`src/rtl/fp_conv_pkg.sv`:
```
// Shared constants and FSM state type for the fixed-point to FP32 converter.
package fp_conv_pkg;

    localparam int unsigned FP32_BIAS   = 127;
    localparam int unsigned FP32_MANT_W = 23;
    localparam int unsigned FP32_EXP_W  = 8;

    typedef enum logic [1:0] {
        IDLE = 2'd0,
        NORM = 2'd1,
        DONE = 2'd2
    } conv_state_e;

endpackage : fp_conv_pkg

```
`src/rtl/fix22_to_fp32.sv`:
```
// Exact signed fixed-point (Q1.20 + sign) to IEEE-754 single conversion.
// Normalises iteratively, one left shift per cycle, with a valid/ready handshake on both sides.
module fix22_to_fp32
    import fp_conv_pkg::*;
#(
    parameter int unsigned FIX_W  = 22,
    parameter int unsigned FRAC_W = 20
) (
    input  logic             clk,
    input  logic             reset,
    input  logic [FIX_W-1:0] data_in,
    input  logic             in_valid,
    output logic             in_ready,
    output logic [31:0]      result,
    output logic             out_valid,
    input  logic             out_ready
);

    localparam int unsigned CNT_W     = 5;
    localparam int unsigned EXP_BASE  = FP32_BIAS + (FIX_W - 1 - FRAC_W);
    localparam int unsigned MANT_PAD  = FP32_MANT_W - (FIX_W - 1);

    conv_state_e            state_q, state_d;
    logic                   sign_q, sign_d;
    logic [FIX_W-1:0]       mag_q, mag_d;
    logic [CNT_W-1:0]       count_q, count_d;
    logic [31:0]            result_q, result_d;
    logic                   in_ready_q, in_ready_d;
    logic                   out_valid_q, out_valid_d;

    logic                   norm_done;
    logic [FP32_EXP_W-1:0]  exp_field;
    logic [FP32_MANT_W-1:0] mant_field;

    // Normalisation ends on a zero magnitude or once the leading one reaches the MSB.
    assign norm_done  = (mag_q == '0) || mag_q[FIX_W-1];
    assign exp_field  = FP32_EXP_W'(EXP_BASE) - FP32_EXP_W'(count_q);
    assign mant_field = FP32_MANT_W'(mag_q[FIX_W-2:0]) << MANT_PAD;

    // State register
    always_ff @(posedge clk) begin
        if (reset) begin
            state_q <= IDLE;
        end else begin
            state_q <= state_d;
        end
    end

    // Next-state logic
    always_comb begin
        state_d = state_q;
        case (state_q)
            IDLE:    if (in_valid)  state_d = NORM;
            NORM:    if (norm_done) state_d = DONE;
            DONE:    if (out_ready) state_d = IDLE;
            default: state_d = IDLE;
        endcase
    end

    // Datapath and registered-output next values
    always_comb begin
        sign_d      = sign_q;
        mag_d       = mag_q;
        count_d     = count_q;
        result_d    = result_q;
        in_ready_d  = (state_d == IDLE);
        out_valid_d = (state_d == DONE);
        case (state_q)
            IDLE: begin
                if (in_valid) begin
                    sign_d  = data_in[FIX_W-1];
                    mag_d   = data_in[FIX_W-1] ? (~data_in + FIX_W'(1)) : data_in;
                    count_d = '0;
                end
            end
            NORM: begin
                if (norm_done) begin
                    result_d = (mag_q == '0) ? 32'h0 : {sign_q, exp_field, mant_field};
                end else begin
                    mag_d   = mag_q << 1;
                    count_d = count_q + CNT_W'(1);
                end
            end
            default: ;
        endcase
    end

    always_ff @(posedge clk) begin
        if (reset) begin
            sign_q      <= 1'b0;
            mag_q       <= '0;
            count_q     <= '0;
            result_q    <= 32'h0;
            in_ready_q  <= 1'b1;
            out_valid_q <= 1'b0;
        end else begin
            sign_q      <= sign_d;
            mag_q       <= mag_d;
            count_q     <= count_d;
            result_q    <= result_d;
            in_ready_q  <= in_ready_d;
            out_valid_q <= out_valid_d;
        end
    end

    assign in_ready  = in_ready_q;
    assign out_valid = out_valid_q;
    assign result    = result_q;

endmodule : fix22_to_fp32

```
`config.mk`:
```
export PLATFORM = sky130hd
export DESIGN_NAME = fix22_to_fp32
export DESIGN_NICKNAME = d
export VERILOG_FILES = /design/src/rtl/fp_conv_pkg.sv /design/src/rtl/fix22_to_fp32.sv
export SDC_FILE = /design/constraint.sdc
export NUM_CORES = 1
export LEC_CHECK = 0
export BUFFER_PORTS_ARGS = -buffer_cell sky130_fd_sc_hd__clkbuf_2
export CORE_ASPECT_RATIO = 1.75
export CORE_MARGIN = 3
export CORE_UTILIZATION = 49
export CTS_CLUSTER_DIAMETER = 150
export CTS_CLUSTER_SIZE = 20
export DETAILED_ROUTE_END_ITERATION = 8
export PLACE_DENSITY = 0.75
export SLEW_MARGIN = 20
export SYNTH_ARGS = -nofsm -noshare
export SYNTH_HDL_FRONTEND = slang
export SYNTH_SLANG_ARGS = --single-unit
```
`constraint.sdc`:
```
create_clock -name clk -period 2.5 [get_ports clk]
set_clock_uncertainty 0.05 [all_clocks]
set_input_delay 0.625 -clock clk [delete_from_list [all_inputs] [get_ports clk]]
set_output_delay 0.625 -clock clk [all_outputs]
set_load 0.02 [all_outputs]
```
### After elaboration in Yosys (flattened, before gate mapping)

Cells that the tools add are included.

| word-level totals | value |
|---|---|
| flip-flop bits (word level) | 64 |

| operators by class | value |
|---|---|
| $add $sub $neg | 3 |
| equal/unequal tests | 5 |
| multiplexer cells | 12 |
| bitwise logic cells | 1 |
| reductions and logical operators | 8 |

Operators by type and width:

| kind | count |
|---|---|
| 22-bit 2-to-1 mux | 3 |
| 22-bit case mux with 2 select lines | 1 |
| 32-bit 2-to-1 mux | 1 |
| 22-bit by 1-bit adder with 22-bit output (second input constant) | 1 |
| 22-bit zero test | 1 |
| 22-bit inverter | 1 |
| 5-bit 2-to-1 mux | 2 |
| 5-bit case mux with 2 select lines | 1 |
| 8-bit by 5-bit subtractor with 8-bit output (first input constant) | 1 |
| 2-bit 2-to-1 mux | 3 |
| 2-bit case mux with 3 select lines | 1 |
| 5-bit by 1-bit adder with 5-bit output (second input constant) | 1 |
| 2-bit == test (second input constant) | 2 |
| 2-bit zero test | 2 |
| 2-bit inequality test (second input constant) | 2 |
| 2-bit AND reduction | 2 |
| 3-bit AND reduction | 1 |
| 2-bit by 1-bit == test with 1-bit output (second input constant) | 1 |
| 2-bit nonzero test | 1 |
| 1-bit logical OR | 1 |

### Logic depth before layout (Yosys ltp)

Gate-level depths: netlist (run 1).

| logic depth | value |
|---|---|
| word-level depth | 5 |
| mapped depth | 8 |
| depth with buffers taken out | 7 |

### Least setup slack after synthesis (run 1)

No wires, ideal clock.

| path | value |
|---|---|
| path kind | input-to-reg |
| start point | input data_in[1] |
| end point | register mag_q[18] |
| library setup time | 0.132 ns |
| arrival time | 2.500 ns |
| path slack | -0.182 ns |
| stages on the path | 8 |
| path buffers | 1 |
| path through | inv_1 -> ha_1 -> or3b_1 -> clkbuf_1 -> or4_4 -> mux2i_1 -> a2111oi_0 -> o31ai_2 |

| on the way | value |
|---|---|
| longest elaborated chain between the ends | 5 |

RTL lines:

| item | RTL line | text |
|---|---|---|
| start, declared | fix22_to_fp32.sv:11 | `input logic [FIX_W-1:0] data_in,` |
| 22-bit inverter | fix22_to_fp32.sv:72 | `mag_d = data_in[FIX_W-1] ? (~data_in + FIX_W'(1)) : data_in;` |
| 22-bit by 1-bit adder with 22-bit output | fix22_to_fp32.sv:72 |  |
| 22-bit 2-to-1 mux | fix22_to_fp32.sv:72 |  |
| 22-bit 2-to-1 mux | fix22_to_fp32.sv:70 | `if (in_valid) begin` |
| 22-bit case mux with 2 select lines | fix22_to_fp32.sv:68 | `case (state_q)` |
| end signal, assigned | fix22_to_fp32.sv:98 | `mag_q <= mag_d;` |
| end, declared | fix22_to_fp32.sv:25 | `logic [FIX_W-1:0] mag_q, mag_d;` |

No other way between the ends. The select of a mux whose other input is x is not followed.
A chain may end at the register's enable or synchronous reset.

### Worst setup path in the final report (run 1)

| path | value |
|---|---|
| start point | register mag_q[1] |
| end point | register result_q[30], in the netlist result[30] |

| on the way | value |
|---|---|
| longest elaborated chain between the ends | 3 |

RTL lines:

| item | RTL line | text |
|---|---|---|
| 22-bit zero test (*) | fix22_to_fp32.sv:36, fix22_to_fp32.sv:78 |  |
| 1-bit logical OR | fix22_to_fp32.sv:36 | `assign norm_done = (mag_q == '0) \|\| mag_q[FIX_W-1];` |
| 2-bit AND reduction (no source line) | -- |  |
| end signal, assigned | fix22_to_fp32.sv:100 | `result_q <= result_d;` |
| end, declared | fix22_to_fp32.sv:27 | `logic [31:0] result_q, result_d;` |

Every way passes the cells marked *; elsewhere a longest branch is shown, timed or not.

==> results.sh, run 1 <==
export IMPL_yosys_cell_types_count=57
export IMPL_fin_util=0.621
export IMPL_netlist_instances=350
export IMPL_async_flop_share=0
export IMPL_holdPathStages=2
export IMPL_cp_required_ns=2.67
export IMPL_synth_avg_cell_area_um2=8.67
export IMPL_via_count=2772
export IMPL_core_mm2=0.00593
export IMPL_nNetsFinal=444
export IMPL_holdPathEnd="sign_q"
export IMPL_start_util=0.512
export IMPL_grt_overflow=0
export IMPL_routed_wl_met3_um=294
export IMPL_fin_crit_sh=0.912
export IMPL_r2r_cells=5
export IMPL_grt_pass1_vias=2572
export IMPL_n_fill_cell=564
export IMPL_worstReg2RegStart="mag_q[1]"
export IMPL_p_per_area_mw_per_mm2=690
export IMPL_clockPowerShare=0.305
export IMPL_dr_first_iter_drc_count=167
export IMPL_final_common_cell="dfxtp_1"
export IMPL_fin_hold_ws_ns=0.414
export IMPL_antenna_found_initial=0
export IMPL_arrival_ns=2.45
export IMPL_hold_buffers=0
export IMPL_synth_edff_count=0
export IMPL_r2r_slack_ns=0.22
export IMPL_ys_seq_elements=62
export IMPL_dpl_worst_slack_ns=-0.0708
export IMPL_fin_ws_ns=0.220
export IMPL_clockRootBuffer="clkbuf_8"
export IMPL_gp_congestion=0.885
export IMPL_drv_slew=0
export IMPL_power_switching_share=0.311
export IMPL_grt_usage=0.215
export IMPL_ys_seq_area_frac=0.409
export IMPL_hp_start="sign_q"
export IMPL_synth_area_leaders="dfxtp_1 (41%), a22o_1 (7.2%), nand2_1 (4.9%)"
export IMPL_hold_class="flip-flop to flip-flop"
export IMPL_fin_tns_setup_ns=0
export IMPL_worstMarginPinSlew_ns=0.725
export IMPL_io_buffers=57
export IMPL_switchingPower_w=0.000791
export IMPL_slew_headroom=0.516
export IMPL_layout_drive_gt1_share=0.254
export IMPL_rsz0062_at_grt="no"
export IMPL_synth_top_area_share=0.409
export IMPL_viasPerCell=5.59
export IMPL_wl_met1_mm=3.03
export IMPL_clk_insertion_delay_late_ns=0.33
export IMPL_status="complete, no violations"
export IMPL_fin_crit_ns=2.28
export IMPL_timing_rr_end="result[30]"
export IMPL_ant_nets=0
export IMPL_wl_per_cell_um=14.5
export IMPL_drt_total_wl_mm=7.18
export IMPL_ios=60
export IMPL_syn2layout_area_growth_pct=21.2
export IMPL_grt_max_degree=28
export IMPL_vdd_ir_drop_max_uv=367
export IMPL_top_layer="met4"
export IMPL_synth_area_mm2=0.00304
export IMPL_synthFlopType="dfxtp_1"
export IMPL_p_seq_frac=0.457
export IMPL_cts_buffer_depth=2
export IMPL_p_leak_nw=1.56
export IMPL_die_h_um=110
export IMPL_cts_sinks=62
export IMPL_routed_wl_met2_mm=3.71
export IMPL_setup_viol=0
export IMPL_dieArea_mm2=0.00721
export IMPL_worst_setup_path_type="flip-flop to flip-flop"
export IMPL_synth_largest_area_cell="dfxtp_1"
export IMPL_worstSetupEndpointType="flip-flop"
export IMPL_die_w_um=65.5
export IMPL_synth_warning_count=0
export IMPL_hold_viol=0
export IMPL_worstPathMaxFanout=27
export IMPL_cts_resized=0
export IMPL_cts_htree_levels=3
export IMPL_cts_tree="yes"
export IMPL_max_freq_mhz=439
export IMPL_post_cts_repair_setup_buffers=0
export IMPL_cap_violations=0
export IMPL_grt_pass1_wl_mm=12.0
export IMPL_p_int_w=0.00175
export IMPL_cts_buffers=9
export IMPL_placementRows=37
export IMPL_combPwrFrac=0.238
export IMPL_post_route_drc_count=0
export IMPL_cp_start_kind="flip-flop"
export IMPL_n_antenna_cell=0
export IMPL_clk_pin_slew_worst_paths_ns=0.07
export IMPL_firstDrtPassIters=4
export IMPL_hpwl_mm=5.47
export IMPL_final_cell_mix="dfxtp_1 (62), clkbuf_2 (57), nand2_1 (40)"
worst max-delay path, stage by stage, from the launching register on:
cell      delay, ns
dfxtp_1        0.34
nor4_1         0.49
nand4_1        0.23
o21bai_1       0.46
a21oi_4        0.27
a32o_1         0.31
state kept, by name, summed over array words and instances, names as in the netlist:
| signal | cells |
|---|---|
| count_q | 5 |
| in_ready | 1 |
| mag_q | 22 |
| out_valid | 1 |
| result | 30 |
| sign_q | 1 |
| state_q | 2 |
how the worst max path moves through the flow:
| stage | slack [ns] | from | to |
|---|---|---|---|
| 6_report | 0.22 | mag_q[1] | result[30] |
| 5_1_grt | 0.13 | data_in[1] | mag_q[12] |
| 4_1_cts | 0.22 | mag_q[1] | result[30] |
| 3_5_place_dp | -0.07 | data_in[1] | mag_q[18] |
| 3_3_place_gp | -0.05 | data_in[1] | mag_q[18] |
| 2_1_floorplan | 0.02 | data_in[1] | mag_q[18] |
power groups by stage:
stage | Sequential (W) | Combinational, W | Clock (W)
finish | 0.00116 | 0.000605 | 0.000773
global route | 0.00117 | 0.000672 | 0.000822
CTS | 0.00116 | 0.000599 | 0.000789
detailed placement | 0.00118 | 0.000596 | 0
global placement | 0.00118 | 0.000585 | 0
floorplan | 0.00117 | 0.000396 | 0
synth_stat cells (all sizes together) (3+ instances only):
master / number
dfxtp: 62
nand2: 40
a21oi: 28
a22o: 25
clkbuf: 22
nor2: 19
o21ai: 15
nand3: 12
xor2: 12
or3: 9
a211o: 8
inv: 8
nor3: 8
nor4: 8
o31ai: 7
buf: 5
mux2i: 5
o211ai: 5
and3: 4
or4: 4
ha: 3
nand2b: 3
o41ai: 3
or3b: 3
xnor2: 3
area by class of cell:
class,instances,area (um2),share of cell area
repair buffers,80,470,0.128
clock buffers,13,169,0.0459
clock inverters,1,5.00,0.00136
flip-flops and latches,62,1240,0.337
multi-input cells,254,1670,0.453
inverters,8,30.0,0.00816
well taps,78,97.6,0.0265
through the flow:
step	instance area (um2)	total power, W	std cells
floorplan	3050	0.00156	351
global placement	3500	0.00176	482
detailed placement	3500	0.00178	482
CTS	3670	0.00255	496
global route	3680	0.00267	496
finish	3680	0.00254	496
per-layer routing:
layer	vias up	GRT usage
met4	0	0.105
met2	70	0.373
met3	10	0.0365
met5	-	0
li1	1430	-
met1	1262	0.254
logic make-up after synthesis:
| logic type | count (synthesis) | synth area share |
|---|---|---|
| other cells | 1 | 0.00124 |
| fa+ha+maj | 3 | 0.0124 |
| buf+inv | 35 | 0.0491 |
| mux | 6 | 0.0214 |
| flops | 62 | 0.409 |
| compound gates | 110 | 0.265 |
| xor+xnor | 15 | 0.0433 |
| simple gates | 118 | 0.198 |
Note: power is estimated with default switching activity, not from simulation.
==> run 2: changes to the inputs <==
- ABC_AREA: not set -> 1
- CORE_UTILIZATION: 49 -> 50
- CTS_CLUSTER_DIAMETER: 150 -> not set
- PLACE_DENSITY: 0.75 -> 0.76
==> run 2 against run 1 <==
  * Via count is 23% higher
  * Non-clock buffer count shrank 17
  * Hold slack about the same
  * Setup slack improved by 0.30 ns
  * Sequential share of layout area fell by 1.4 points
  * Final area grew 4.2%
  * Combinational power is 20% lower
  * Sequential power hardly changed
  * Routed wire length rose by 14%
  * Clock-buffer cell count unchanged
  * Synthesized cell count increased by 51%
  * Largest cell class unchanged
  * Largest power group unchanged
==> results.sh, run 2 <==
export IMPL_status="complete, no violations"
export IMPL_ant_nets=0
export IMPL_worst_setup_path_type="flip-flop to flip-flop"
export IMPL_die_h_um=114
export IMPL_gp_congestion=0.903
export IMPL_yosys_cell_types_count=30
export IMPL_fin_crit_sh=0.791
export IMPL_p_per_area_mw_per_mm2=662
export IMPL_crit_buf_inv=2
export IMPL_viasPerCell=5.16
export IMPL_firstDrtPassIters=4
export IMPL_dr_first_iter_drc_count=180
export IMPL_drt_total_wl_mm=8.16
export IMPL_ys_seq_area_frac=0.372
export IMPL_cp_required_ns=2.71
export IMPL_fin_tns_setup_ns=0
export IMPL_synth_top_area_share=0.372
export IMPL_rsz0062_at_grt="no"
export IMPL_synth_area_leaders="dfxtp_1 (37%), nand2_1 (16%), nor2_1 (10%)"
export IMPL_syn2layout_area_growth_pct=15.0
export IMPL_hpwl_mm=6.22
export IMPL_clk_pin_slew_worst_paths_ns=0.07
export IMPL_ys_seq_elements=62
export IMPL_final_cell_mix="nand2_1 (142), nor2_1 (93), dfxtp_1 (62)"
export IMPL_worstPathMaxFanout=20
export IMPL_cts_resized=0
export IMPL_cts_buffer_depth=2
export IMPL_finalPower_w=0.00254
export IMPL_layout_drive_gt1_share=0.160
export IMPL_clockRootBuffer="clkbuf_8"
export IMPL_p_leak_nw=1.80
export IMPL_hold_buffers=0
export IMPL_wl_per_cell_um=12.4
export IMPL_core_mm2=0.00632
export IMPL_hold_class="flip-flop to flip-flop"
export IMPL_fin_crit_ns=1.98
export IMPL_cts_sinks=62
export IMPL_slowest_stage="nand2_1"
export IMPL_timing_rr_end="result[12]"
export IMPL_synth_warning_count=0
export IMPL_cts_htree_levels=3
export IMPL_worstMarginPinSlew_ns=0.659
export IMPL_r2r_cells=6
export IMPL_synthFlopType="dfxtp_1"
export IMPL_ys_top_cells_by_count="nand2_1 (142), nor2_1 (93), dfxtp_1 (62)"
export IMPL_io_buffers=57
export IMPL_cap_violations=0
export IMPL_r2r_slack_ns=0.52
export IMPL_netlist_instances=527
export IMPL_synth_largest_area_cell="dfxtp_1"
export IMPL_placementRows=38
export IMPL_arrival_ns=2.19
export IMPL_nNetsFinal=604
export IMPL_synth_avg_cell_area_um2=6.33
export IMPL_grt_usage=0.226
export IMPL_clk_insertion_delay_late_ns=0.33
export IMPL_holdPathStages=2
export IMPL_n_antenna_cell=0
export IMPL_setup_viol=0
export IMPL_start_util=0.527
export IMPL_cpMostUsedCell="nand2_1"
export IMPL_grt_pass1_wl_mm=13.7
export IMPL_crit_chain="inv_1 -> nor2_2 -> nand2_1 -> inv_2 -> nand2_1 -> a21oi_1"
export IMPL_antenna_found_initial=0
export IMPL_cp_start_kind="flip-flop"
export IMPL_worstSetupEndpointType="flip-flop"
export IMPL_dieArea_mm2=0.00772
export IMPL_die_w_um=67.7
export IMPL_hold_viol=0
export IMPL_holdPathEnd="result[29]"
export IMPL_ios=60
export IMPL_path_delay_family="simple AND/OR/NAND/NOR gates"
export IMPL_cts_buffers=9
export IMPL_synth_most_common_cell="nand2_1"
export IMPL_largest_register_ffs=30
export IMPL_post_route_drc_count=0
export IMPL_via_count=3405
export IMPL_grt_max_degree=30
export IMPL_post_cts_repair_setup_buffers=0
export IMPL_synth_edff_count=0
export IMPL_drv_slew=0
export IMPL_slew_headroom=0.560
export IMPL_cts_tree="yes"
export IMPL_vdd_ir_drop_max_uv=305
export IMPL_max_freq_mhz=506
export IMPL_async_flop_share=0
export IMPL_grt_pass1_vias=3145
export IMPL_synth_area_mm2=0.00333
export IMPL_worstReg2RegStart="state_q[0]"
export IMPL_final_common_cell="nand2_1"
export IMPL_max_stage_delay_ns=0.46
export IMPL_hp_start="result[29]"
export IMPL_grt_overflow=0
==> run 2: cell types whose count changed in the layout (fill, tap and decap cells not counted), sizes merged, moves of 8 or more <==
| cell | before | now |
|---|---|---|
| a211o | 8 | 0 |
| a21oi | 28 | 47 |
| a22o | 25 | 0 |
| buf | 23 | 6 |
| inv | 8 | 47 |
| nand2 | 40 | 144 |
| nand3 | 12 | 51 |
| nor2 | 19 | 98 |
| nor3 | 8 | 0 |
| o21ai | 15 | 25 |
| or3 | 9 | 0 |
| xor2 | 12 | 2 |
==> run 2: metal layers <==
layer	GRT usage	part of all wire	up-vias
li1	-	-	1770
met1	0.279	0.43	1523
met2	0.372	0.50	91
met3	0.0345	0.046	21
met4	0.114	0.028	0
met5	0	0	-
==> run 2: cell families after synthesis <==
kind of cell               count (synthesis)  share of synthesized area
AOI/OAI and AO/OA                         82                      0.134
adders and majority gates                  3                     0.0113
other                                      1                    0.00112
buffers and inverters                     75                     0.0998
xor gates and xnor gates                   4                     0.0105
DFF                                       62                      0.372
and+or+nand+nor                          300                      0.371
==> run 2: report_power, final <==
group / switching (W) / internal, W
Combinational: 0.000317 / 0.000165
Clock: 0.000362 / 0.000566
Sequential: 0.0000696 / 0.00106
Total: 0.000748 / 0.00179
==> run 2: how the worst max path moves through the flow <==
stage,start,cells after the start,endpoint,slack (ns)
after floorplan,data_in[0],10,mag_q[18],0.77
after global placement,data_in[0],12,mag_q[10],0.41
after detailed placement,data_in[0],12,mag_q[10],0.40
after CTS,state_q[0],6,result[6],0.50
after global routing,state_q[0],6,result[12],0.26
final,state_q[0],6,result[12],0.52
==> run 2: cell type report <==
class / instances / area, um2
fillers: 642 / 2490
multi-input cells: 391 / 1760
flip-flops and latches: 62 / 1240
repair buffers: 63 / 330
inverters: 48 / 180
clock buffers: 13 / 179
well taps: 80 / 100
clock inverters: 3 / 40.0
==> run 2: through the flow <==
stage | hold WS (ns) | cells | area, um2 | setup slack (ns) | utilization
2_1_floorplan | 0.399 | 528 | 3340 | 0.768 | -
3_3_place_gp | 0.402 | 644 | 3620 | 0.410 | 0.572
3_5_place_dp | 0.406 | 644 | 3620 | 0.404 | 0.572
4_1_cts | 0.414 | 660 | 3830 | 0.497 | 0.606
5_1_grt | 0.431 | 660 | 3830 | 0.255 | 0.606
6_report | 0.414 | 660 | 3830 | 0.524 | 0.606
==> run 2: worst reg2reg max path, delay by kind of cell (launching register included) <==
kind | cells | cell delay (ns)
AND/OR/NAND/NOR | 3 | 0.93
buffers and inverters | 2 | 0.45
flip-flops | 1 | 0.33
AO/OA/AOI/OAI | 1 | 0.13
==> run 3: changes to the inputs <==
- ABC_AREA: 1 -> 0
- CORE_UTILIZATION: 50 -> 53
- PLACE_DENSITY: 0.76 -> 0.77
- clock period: 2.5 -> 2.1 ns (I/O delays scaled with it)
==> run 3 against run 2 <==
  * Non-clock buffer count grew 29
  * Critical path depth is the same
  * Die area shrank 13%
  * Flip-flop and latch count is the same
  * Total power grew 31%
  * Hold slack lost 0.023 ns
  * First-iteration DRC count shrank 19%
  * Via count shrank 15%
  * Sequential share of layout area shrank 0.86 points
  * Combinational power grew 68%
  * Sequential power grew 23%
  * Critical path type is now input port to flip-flop
  * Critical endpoint is now mag_q[16]
==> results.sh, run 3 (same netlist as run 1, synthesis figures left out) <==
export IMPL_n_antenna_cell=0
export IMPL_clockRootBuffer="clkbuf_8"
export IMPL_gp_congestion=0.881
export IMPL_worstPathMaxFanout=3
export IMPL_ios=60
export IMPL_p_per_area_mw_per_mm2=845
export IMPL_fin_crit_sh=0.996
export IMPL_final_cell_mix="dfxtp_1 (62), clkbuf_2 (55), nand2_1 (40)"
export IMPL_cts_htree_levels=3
export IMPL_max_freq_mhz=478
export IMPL_routed_wl_met3_um=324
export IMPL_n_fill_cell=432
export IMPL_wl_met1_mm=3.08
export IMPL_grt_pass1_wl_mm=12.7
export IMPL_grt_usage=0.236
export IMPL_dieArea_mm2=0.00671
export IMPL_switchingPower_w=0.00100
export IMPL_post_cts_repair_setup_buffers=0
export IMPL_clk_insertion_delay_late_ns=0.34
export IMPL_dr_first_iter_drc_count=146
export IMPL_clockPowerShare=0.341
export IMPL_crit_buf_inv=1
export IMPL_vdd_ir_drop_max_uv=525
export IMPL_placementRows=35
export IMPL_fin_util=0.731
export IMPL_via_count=2900
export IMPL_post_route_drc_count=0
export IMPL_cpMostUsedCell="or4_4"
export IMPL_grt_pass1_vias=2810
export IMPL_die_w_um=63.2
export IMPL_arrival_ns=2.31
export IMPL_cts_buffer_depth=2
export IMPL_p_leak_nw=1.69
export IMPL_regArea_mm2=0.00124
export IMPL_routed_wl_met2_mm=4.04
export IMPL_hpwl_mm=5.74
export IMPL_cp_num_cells=6
export IMPL_clk_pin_slew_worst_paths_ns=0.07
export IMPL_antenna_found_initial=0
export IMPL_grt_overflow=0
export IMPL_largest_register_ffs=30
export IMPL_slowest_stage="or4_4"
export IMPL_p_int_w=0.00233
export IMPL_core_mm2=0.00539
export IMPL_max_stage_delay_ns=0.60
export IMPL_finalPower_w=0.00333
export IMPL_drv_slew=0
export IMPL_path_delay_family="simple AND/OR/NAND/NOR gates"
export IMPL_drt_total_wl_mm=7.63
export IMPL_ant_nets=0
export IMPL_cp_required_ns=2.32
export IMPL_holdPathStages=2
export IMPL_syn2layout_area_growth_pct=29.8
export IMPL_cts_buffers=9
export IMPL_multi_input_area_mm2=0.00175
export IMPL_grt_max_degree=28
export IMPL_hold_class="input port to flip-flop"
export IMPL_final_common_cell="dfxtp_1"
export IMPL_top_layer="met4"
export IMPL_nNetsFinal=456
export IMPL_hold_viol=0
export IMPL_r2r_cells=6
export IMPL_cp_start_kind="input port"
export IMPL_cap_violations=0
export IMPL_firstDrtPassIters=4
export IMPL_cts_tree="yes"
export IMPL_viasPerCell=5.73
export IMPL_status="complete, no violations"
export IMPL_worstSetupEndpointType="flip-flop"
export IMPL_setup_viol=0
export IMPL_rsz0062_at_grt="yes"
export IMPL_start_util=0.564
export IMPL_fin_hold_ws_ns=0.391
export IMPL_worst_setup_path_type="input port to flip-flop"
export IMPL_crit_chain="buf_6 -> or4_4 -> or4_4 -> mux2_4 -> o211ai_2 -> o2bb2ai_2"
export IMPL_power_switching_share=0.301
export IMPL_fin_crit_ns=2.09
export IMPL_wl_per_cell_um=15.1
export IMPL_combPwrFrac=0.243
export IMPL_cts_sinks=62
export IMPL_layout_drive_gt1_share=0.306
export IMPL_io_buffers=57
export IMPL_p_seq_frac=0.417
export IMPL_die_h_um=106
[run 3: changes by cell type in the layout (fill, tap and decap cells not counted), sizes merged, moves of 25 or more]
cell,change
a22o,+25
nor2,-79
buf,+30
nand2,-104
inv,-39
nand3,-39
[run 3: routing by layer]
metal,track usage,vias to the layer above
met5,0,-
met4,0.131,0
met3,0.0433,14
met2,0.418,94
met1,0.261,1339
li1,-,1453
[run 3: per-stage QoR]
stage / TNS (ns) / area, um2 / worst slack [ns] / instances
after global placement: -3.42 / 3660 / -0.357 / 490
after detailed placement: -4.04 / 3660 / -0.405 / 490
after global routing: -0.0585 / 3940 / -0.0435 / 506
after CTS: 0 / 3890 / 0.00860 / 506
after floorplan: -0.984 / 3110 / -0.241 / 351
final: 0 / 3940 / 0.00744 / 506
[run 3: what timing repair did]
item | 4_1_cts | 5_1_grt
setup endpoints to repair | 3 | 39
resized for setup | 1 | 11
hold buffers | 0 | 0
cloned | 0 | 0
hold endpoints to repair | 0 | 0
pin swaps | 1 | 4
[run 3: power by group through the flow]
stage,Sequential (W),Clock [W],Combinational (W)
CTS,0.00138,0.00115,0.000788
floorplan,0.00139,0,0.000479
detailed placement,0.00141,0,0.000781
global placement,0.00140,0,0.000758
global route,0.00140,0.00119,0.000888
finish,0.00139,0.00113,0.000809
[run 3: cell type report]
| type | instances | share of cell area |
|---|---|---|
| multi-input combinational | 254 | 0.444 |
| sequential | 62 | 0.315 |
| tap | 74 | 0.0235 |
| clock inverter | 4 | 0.0178 |
| timing repair buffer | 92 | 0.152 |
| inverter | 8 | 0.0114 |
| clock buffer | 12 | 0.0368 |
[run 3: worst paths after layout]
| check | start | end | slack, ns |
|---|---|---|---|
| min | reset | state_q[1] | 0.39 |
| max reg2reg | mag_q[17] | result[18] | 0.20 |
| min reg2reg | result[17] | result[17] | 0.41 |
| max | data_in[7] | mag_q[16] | 0.007 |
